[src/rtl/l2_pmem_burst_adaptor.sv]
// l2_pmem_burst_adaptor: bridges L2 line requests to BEATS x BURST_WIDTH memory bursts.
// Ports: clk, rst_n (sync, active-low); pmem_* line side toward L2
//   (address/read/write/wdata in, rdata/resp out); mem_* burst side toward
//   physical memory (address/read/write/wdata out, rdata/resp in, error out).
// Option: define L2_PMEM_TIMEOUT_EN to enable the beat watchdog and mem_error.
module l2_pmem_burst_adaptor #(
  parameter int unsigned BURST_WIDTH    = 64,
  parameter int unsigned BEATS          = 4,
  parameter int unsigned TIMEOUT_CYCLES = 1024,
  localparam int unsigned LINE_WIDTH    = BEATS * BURST_WIDTH
) (
  input  logic                   clk,
  input  logic                   rst_n,
  input  logic [31:0]            pmem_address,
  input  logic                   pmem_read,
  input  logic                   pmem_write,
  input  logic [LINE_WIDTH-1:0]  pmem_wdata,
  output logic [LINE_WIDTH-1:0]  pmem_rdata,
  output logic                   pmem_resp,
  output logic [31:0]            mem_address,
  output logic                   mem_read,
  output logic                   mem_write,
  output logic [BURST_WIDTH-1:0] mem_wdata,
  input  logic [BURST_WIDTH-1:0] mem_rdata,
  input  logic                   mem_resp,
  output logic                   mem_error
);

  localparam int unsigned CW = (BEATS > 1) ? $clog2(BEATS) : 1;
  localparam logic [CW-1:0] LAST = CW'(BEATS - 1);
  localparam logic [31:0] ALIGN = ~(32'(LINE_WIDTH / 8) - 32'd1);

  if (BEATS < 1 || TIMEOUT_CYCLES < 2) begin : g_bad_cfg
    $error("l2_pmem_burst_adaptor: bad BEATS/TIMEOUT_CYCLES");
  end

  typedef enum logic [1:0] {
    IDLE,
    RD,
    WR,
    DONE
  } state_t;

  state_t                state;
  logic [CW-1:0]         cnt;
  logic [LINE_WIDTH-1:0] line_q;
  logic [LINE_WIDTH-1:0] line_next;
  logic                  last_beat;
  logic                  tmo_hit;

  assign last_beat = mem_resp && (cnt == LAST);

  // Line buffer with the current read beat merged in; used so the
  // final beat reaches pmem_rdata on the same edge it is sampled.
  always_comb begin
    line_next = line_q;
    line_next[BURST_WIDTH*cnt +: BURST_WIDTH] = mem_rdata;
  end

  assign mem_wdata = mem_write ?
    line_q[BURST_WIDTH*cnt +: BURST_WIDTH] : '0;

  always_ff @(posedge clk) begin
    if (!rst_n) begin
      state       <= IDLE;
      cnt         <= '0;
      line_q      <= '0;
      pmem_rdata  <= '0;
      pmem_resp   <= 1'b0;
      mem_read    <= 1'b0;
      mem_write   <= 1'b0;
      mem_address <= '0;
    end else begin
      unique case (state)
        IDLE: begin
          cnt <= '0;
          if (pmem_read) begin
            state       <= RD;
            mem_read    <= 1'b1;
            mem_address <= pmem_address & ALIGN;
            // cleared so beats lost to a timeout read back as zero
            line_q      <= '0;
          end else if (pmem_write) begin
            state       <= WR;
            mem_write   <= 1'b1;
            mem_address <= pmem_address & ALIGN;
            line_q      <= pmem_wdata;
          end
        end
        RD: begin
          if (mem_resp) begin
            line_q <= line_next;
          end
          if (last_beat || tmo_hit) begin
            state      <= DONE;
            mem_read   <= 1'b0;
            pmem_resp  <= 1'b1;
            cnt        <= '0;
            pmem_rdata <= tmo_hit ? line_q : line_next;
          end else if (mem_resp) begin
            cnt <= cnt + 1'b1;
          end
        end
        WR: begin
          if (last_beat || tmo_hit) begin
            state     <= DONE;
            mem_write <= 1'b0;
            pmem_resp <= 1'b1;
            cnt       <= '0;
          end else if (mem_resp) begin
            cnt <= cnt + 1'b1;
          end
        end
        DONE: begin
          pmem_resp <= 1'b0;
          state     <= IDLE;
        end
        default: begin
          state <= IDLE;
        end
      endcase
    end
  end

`ifdef L2_PMEM_TIMEOUT_EN
  localparam int unsigned TW = $clog2(TIMEOUT_CYCLES + 1);

  logic [TW-1:0] tmo_cnt;
  logic          busy;

  assign busy    = (state == RD) || (state == WR);
  assign tmo_hit = busy && !mem_resp &&
                   (tmo_cnt == TW'(TIMEOUT_CYCLES - 1));

  always_ff @(posedge clk) begin
    if (!rst_n) begin
      tmo_cnt   <= '0;
      mem_error <= 1'b0;
    end else begin
      if (!busy || mem_resp) begin
        tmo_cnt <= '0;
      end else begin
        tmo_cnt <= tmo_cnt + 1'b1;
      end
      if (tmo_hit) begin
        mem_error <= 1'b1;
      end
    end
  end
`else
  assign tmo_hit   = 1'b0;
  assign mem_error = 1'b0;
`endif

endmodule

[config.mk]
export PLATFORM = sky130hd
export DESIGN_NAME = l2_pmem_burst_adaptor
export DESIGN_NICKNAME = d
export VERILOG_FILES = /design/src/rtl/l2_pmem_burst_adaptor.sv
export SDC_FILE = /design/constraint.sdc
export NUM_CORES = 1
export LEC_CHECK = 0
export BUFFER_PORTS_ARGS = -buffer_cell sky130_fd_sc_hd__buf_4
export CORE_ASPECT_RATIO = 0.9
export CORE_MARGIN = 10
export CORE_UTILIZATION = 35
export CTS_CLUSTER_SIZE = 14
export DETAILED_ROUTE_END_ITERATION = 10
export GPL_TIMING_DRIVEN = 0
export PLACE_DENSITY = 0.64
export SYNTH_ARGS = -nofsm -noshare
export SYNTH_HDL_FRONTEND = slang
export SYNTH_SLANG_ARGS = --single-unit
export TNS_END_PERCENT = 1
[constraint.sdc]
create_clock -name clk -period 7.3 [get_ports clk]
set_input_delay 1.46 -clock clk [delete_from_list [all_inputs] [get_ports clk]]
set_output_delay 1.46 -clock clk [all_outputs]
set_load 0.005 [all_outputs]
==> impl_metrics.csv, run 1 <==
group,metric,value,unit
drt,post-route-drc-count,0,
power_and_ir_drop,p_int,7.94,mW
drt,drtIter0Drc,4081,
final_layout,areaGrowthSynthToFinish,29.0,%
drt,ant_nets,0,
critical_path,worstReg2RegEnd,"line_q[31]$_SDFFE_PN0P_",
clocking,numCtsBuffers,61,
synth,yosysMostFrequentCell,"o21ai_0",
clocking,clock_latency,650,ps
timing,skew,27.9,ps
timing,hold_ws,462,ps
synth,synth.top_cell.area_share,38.0,%
critical_path,cp.required,5840,ps
placement,port_buffers,634,
synth,yosysWarnings,0,
floorplan,start_util,35.4,%
synth,async_reset_ff_share,0,%
power_and_ir_drop,power_density,380,mW/mm^2
synth,synth-main-ff-cell,"dfxtp_1",
synth,synth-seq-cells,546,
global_routing,grt_max_degree,16,
clocking,cts_buffer_depth,3,
floorplan,coreArea,0.0813,mm^2
final_layout,final_nets,4797,
hold_path,hold_start,"mem_address[30]$_SDFFE_PN0P_",
floorplan,fp-row-count,99,
run_status,run_status,"finished with violations",
synth,ys_seq_area_share,38.0,%
hold_path,holdPathEnd,"mem_address[30]$_SDFFE_PN0P_",
critical_path,r2r_start,"cnt[1]$_SDFFE_PN0P_",
power_and_ir_drop,switching_share,43.7,%
timing,worst_pin_slew,1540,ps
timing,fmax,222,MHz
timing,fin_crit_sh,61.7,%
drt,drt_wl_total,152000,um
global_routing,grt_pass1_wl,213000,um
synth,syn_area,0.0288,mm^2
clocking,root_buffer,"clkbuf_16",
critical_path,crit_fanout,10,
critical_path,cp-end-kind,"output pin",
final_layout,nFillCells,8281,
critical_path,crit_type,"reg2out",
critical_path,ff2ff_setup_slack,3310,ps
final_layout,finalNonFillerCells,5562,
floorplan,die_height,292,um
synth,yosysTopAreaCell,"dfxtp_1",
synth,synth_area_leaders,"dfxtp_1 (38%), o21ai_0 (11%), a21oi_1 (7.5%), mux4_2 (5.0%), a31oi_1 (4.2%)",
clocking,ctsResizeCount,0,
timing,final_hold_viol_count,0,
power_and_ir_drop,clock_power_share,24.4,%
drt,vias_per_cell,5.87,
run_status,violations,"capacitance limit, slew limit",
clocking,cts_tree,"built",
clocking,cts.clk_slew.worst_paths,60,ps
power_and_ir_drop,pwr-share-seq,29.4,%
critical_path,reg2regPathDepth,9,
global_routing,grtUsageTotal,30.2,%
synth,synth_cell_types,45,
synth,synth_common_cells,"o21ai_0 (651), dfxtp_1 (546), a21oi_1 (429), nand2_1 (313), clkbuf_1 (268)",
synth,syn_area_per_cell,7.72,um^2
power_and_ir_drop,ir_drop,251,uV
clocking,cts.sinks,546,
hold_path,whs_path_depth,2,
global_routing,antenna_found_initial,30,
floorplan,design.die.area,0.0941,mm^2
drt,dr_total_vias,32700,
clocking,cts_setup_buffers,0,
drt,wire_per_inst,27.3,um
timing,totalNegativeSetupSlack,0,ps
timing,rsz0062_at_grt,"false",
final_layout,drive_gt1_share,22.1,%
placement,dp_hpwl,116000,um
global_routing,grt_overflow,0,
timing,fin_crit,4500,ps
timing,drv_slew,11,
timing,slew_headroom,-2.48,%
hold_path,hold_path_class,"reg2reg",
power_and_ir_drop,pwr-share-comb,46.2,%
timing,setup_violations,0,
clocking,cts_hold_buffers,0,
critical_path,cp.arrival,3040,ps
drt,dr.pass1.iters,8,
critical_path,crit_path_start_kind,"flip-flop",
placement,dp_cells,5427,
floorplan,io_pins,713,
floorplan,die_w,322,um
synth,synth_edf_count,0,
synth,synth_cells,3728,
placement,gp_congestion,0.937,
global_routing,grt_pass1_vias,30800,
power_and_ir_drop,p_leak,15.2,nW
job,max_cap_violations,1,
power_and_ir_drop,p_sw,6.15,mW
clocking,htreeDepth,2,
## layout by cell type (no fill, tap or decap), types with 128 or more instances in the layout
cell type    n
a31oi_1    193
a221oi_1   128
o21ai_0    651
nand2b_1   193
dfxtp_1    546
nor2_1     129
buf_2      129
nand2_1    313
a21oi_1    429
inv_1      222
clkbuf_1   275
buf_4      662
## stage by stage
| step | utilization (%) | setup slack (ps) | area [um^2] | total power [mW] |
|---|---|---|---|---|
| floorplan | - | 4370 | 28800 | 8.14 |
| global placement | 42.9 | 3210 | 34900 | 10.4 |
| detailed placement | 42.9 | 3430 | 34900 | 10.5 |
| CTS | 45.6 | 2800 | 37100 | 13.9 |
| global route | 45.6 | 2790 | 37100 | 14.8 |
| finish | 45.7 | 2800 | 37100 | 14.1 |
## cells by family (layout without fill, tap and decap cells)
| logic type | count (synthesis) | after routing | share of synthesized area (%) |
|---|---|---|---|
| AOI/OAI and AO/OA | 1601 | 1601 | 31.9 |
| other | 1 | 30 | 0.0130 |
| muxes | 66 | 66 | 5.08 |
| DFF | 546 | 546 | 38.0 |
| and+or+nand+nor | 831 | 831 | 14.4 |
| adders and majority gates | 10 | 10 | 0.435 |
| buffers and inverters | 673 | 1418 | 10.2 |
## worst max path at each step
stage | startpoint | depth (start not counted) | end
6_report | mem_write$_SDFFE_PN0P_ | 4 | mem_wdata[42]
5_1_grt | mem_write$_SDFFE_PN0P_ | 4 | mem_wdata[42]
4_1_cts | mem_write$_SDFFE_PN0P_ | 4 | mem_wdata[42]
3_5_place_dp | cnt[1]$_SDFFE_PN0P_ | 9 | line_q[31]$_SDFFE_PN0P_
3_3_place_gp | rst_n | 4 | pmem_rdata[231]$_SDFFE_PN0P_
2_1_floorplan | cnt[0]$_SDFFE_PN0P_ | 5 | mem_wdata[26]
## power by group through the flow
stage | registers (mW) | clock network [mW] | logic (mW)
2_1_floorplan | 3.95 | 0 | 4.19
3_3_place_gp | 4.14 | 0 | 6.25
3_5_place_dp | 4.16 | 0 | 6.31
4_1_cts | 4.10 | 3.44 | 6.34
5_1_grt | 4.18 | 3.57 | 7.05
6_report | 4.14 | 3.44 | 6.51
## sequential cells by signal, summed over array words and instances, names as in the netlist
| register | flops |
|---|---|
| cnt | 2 |
| line_q | 256 |
| mem_address | 27 |
| mem_read | 1 |
| mem_write | 1 |
| pmem_rdata | 256 |
| pmem_resp | 1 |
| state | 2 |
## layer usage
metal / up-vias / share of wire [%] / track usage [%]
li1: 14500 / - / -
met1: 15700 / 39 / 38.2
met4: 8 / 4.8 / 14.0
met2: 2077 / 45 / 47.2
met3: 343 / 11 / 8.42
met5: - / 0.032 / 0
## worst max-delay path, cell delays in order (launching register included)
cell and delay, ps:
dfxtp_1 480, clkbuf_1 970, clkbuf_1 480, and2_1 280, buf_4 140
## cell type report
class                      instances  area, um^2  share of cell area [%]
antenna                           24        60.1                   0.162
timing repair buffer             634        4760                    12.8
multi-input combinational       2514       14900                    40.3
sequential                       546       10900                    29.4
inverter                         223         840                    2.26
buffer                           450        2090                    5.62
clock inverter                    28         417                    1.12
clock buffer                      83        1750                    4.72
tap                             1060        1330                    3.57
Power figures use the tool's default switching activity.
==> run 2, diff against run 1 <==
Settings changed: PLACE_DENSITY 0.64 to 0.66.
Clock period 7.3 ns to 4 ns, I/O delays scaled along.
==> run 2 against run 1 <==
Effect of this change: the run ends with capacitance limit, slew limit, setup timing left; clock-buffer cell count up 11; wire length up 0.86%; cell count down 0.27%; first-iteration DRC count up 2.1%; critical path depth up 5; worst hold slack worse by 63 ps; clock power up 68%.
==> impl_metrics.csv, run 2 (synthesized netlist as in run 1, its figures left out) <==
group,metric,value,unit
run_status,run_status,"finished with violations",
run_status,violations,"capacitance limit, slew limit, setup timing",
clocking,htreeDepth,2,
clocking,cts_buffer_depth,3,
critical_path,crit_type,"reg2reg",
job,max_cap_violations,2,
clocking,cts_hold_buffers,0,
final_layout,areaGrowthSynthToFinish,28.3,%
timing,rsz0062_at_grt,"false",
clocking,cts_setup_buffers,0,
placement,place_area,0.0349,mm^2
timing,worst_pin_slew,1510,ps
final_layout,final_nets,4798,
drt,dr_total_vias,32700,
clocking,cts.clk_slew.worst_paths,60,ps
floorplan,coreArea,0.0813,mm^2
final_layout,multi_input_area,0.0149,mm^2
timing,fmax,249,MHz
critical_path,cp.arrival,4600,ps
critical_path,crit_fanout,10,
clocking,clock_latency,650,ps
timing,setup_violations,2,
global_routing,grt_pass1_vias,31300,
floorplan,fp-row-count,99,
critical_path,cp.required,4580,ps
power_and_ir_drop,p_leak,15.1,nW
global_routing,grt_overflow,0,
timing,drv_slew,21,
placement,port_buffers,634,
timing,slew_headroom,-0.491,%
timing,skew,17.2,ps
global_routing,grtUsageTotal,30.7,%
final_layout,mostFrequentLayoutCell,"buf_4",
floorplan,die_w,322,um
final_layout,regArea,0.0109,mm^2
timing,final_hold_viol_count,0,
clocking,numCtsBuffers,61,
clocking,cts_tree,"built",
critical_path,crit_path_start_kind,"flip-flop",
clocking,root_buffer,"clkbuf_16",
drt,post-route-drc-count,0,
final_layout,nFillCells,8294,
drt,wire_per_inst,27.6,um
clocking,ctsResizeCount,0,
placement,dp_hpwl,117000,um
hold_path,hold_path_class,"in2reg",
timing,hold_ws,399,ps
final_layout,final_area,0.0369,mm^2
drt,dr.pass1.iters,6,
final_layout,drive_gt1_share,21.9,%
floorplan,start_util,35.4,%
timing,fin_crit,4020,ps
global_routing,grt_pass1_wl,217000,um
clocking,cts.sinks,546,
drt,ant_nets,0,
power_and_ir_drop,power_density,685,mW/mm^2
global_routing,grt_max_degree,16,
power_and_ir_drop,ir_drop,615,uV
timing,fin_crit_sh,101,%
floorplan,die_height,292,um
global_routing,antenna_found_initial,23,
floorplan,design.die.area,0.0941,mm^2
critical_path,cp-end-kind,"flip-flop",
timing,setup_slack,-21.0,ps
drt,vias_per_cell,5.90,
drt,drt_wl_total,153000,um
final_layout,final_cell_mix,"buf_4 (662), o21ai_0 (651), dfxtp_1 (546)",
floorplan,io_pins,713,
placement,gp_congestion,0.937,
final_layout,reg.largest.list,"line_q: 256 flops, pmem_rdata: 256 flops, mem_address: 27 flops",
drt,drtIter0Drc,4165,
-- run 2: cell types whose count changed in the layout (fill, tap and decap cells not counted) --
| cell | delta |
|---|---|
| buf_8 | +1 |
| bufinv_16 | -8 |
| clkbuf_1 | +6 |
| clkbuf_2 | -1 |
| clkbuf_8 | +6 |
| clkinv_4 | -1 |
| clkinvlp_4 | -3 |
| diode_2 | -14 |
| inv_6 | -1 |
-- run 2: report_power, final --
part           internal [mW]  switching, mW
registers               6.60          0.936
clock network           3.29           2.50
logic                   4.20           7.78
total                   14.1           11.2
-- run 2: worst max-delay path, cell delays in order (launching register included) --
cell	delay (ps)
dfxtp_1	440
buf_2	440
buf_1	700
inv_1	210
ha_1	330
buf_2	190
nor3_4	850
buf_2	450
a221oi_1	160
nor2_1	130
-- run 2: final timing paths --
path                           startpoint                           end  slack [ps]  depth (start not counted)
max reg2reg           cnt[1]$_SDFFE_PN0P_       line_q[29]$_SDFFE_PN0P_         -20                          9
min reg2reg  mem_address[19]$_SDFFE_PN0P_  mem_address[19]$_SDFFE_PN0P_         460                          2
max                   cnt[1]$_SDFFE_PN0P_       line_q[29]$_SDFFE_PN0P_         -20                          9
min                      pmem_address[23]  mem_address[23]$_SDFFE_PN0P_         400                          3
-- run 2: through the flow --
stage / total power [mW] / TNS, ps / instances / utilization (%) / worst slack [ps]
final: 25.3 / -30.1 / 5547 / 45.4 / -21.0
after global routing: 26.5 / 0 / 5544 / 45.4 / 10.8
after CTS: 24.9 / 0 / 5536 / 45.4 / 108
after detailed placement: 19.1 / 0 / 5427 / 42.9 / 150
after global placement: 18.9 / 0 / 5427 / 42.9 / 193
after floorplan: 14.9 / 0 / 3733 / - / 1660
-- run 2: area by class of cell --
cell class | instances | area share [%]
diodes | 10 | 0.0678
plain buffers | 450 | 5.65
clock buffers | 94 | 5.02
clock inverters | 15 | 0.369
inverters | 223 | 2.27
multi-input cells | 2514 | 40.5
flip-flops and latches | 546 | 29.6
well taps | 1060 | 3.59
repair buffers | 635 | 12.9
-- run 2: per-layer routing --
layer / global-route usage, % / wire, um / up-vias
met3: 7.84 / 17400 / 385
met5: 0 / 74 / -
met1: 39.5 / 60100 / 15700
met4: 14.8 / 8020 / 10
li1: - / - / 14500
met2: 47.5 / 67600 / 2141
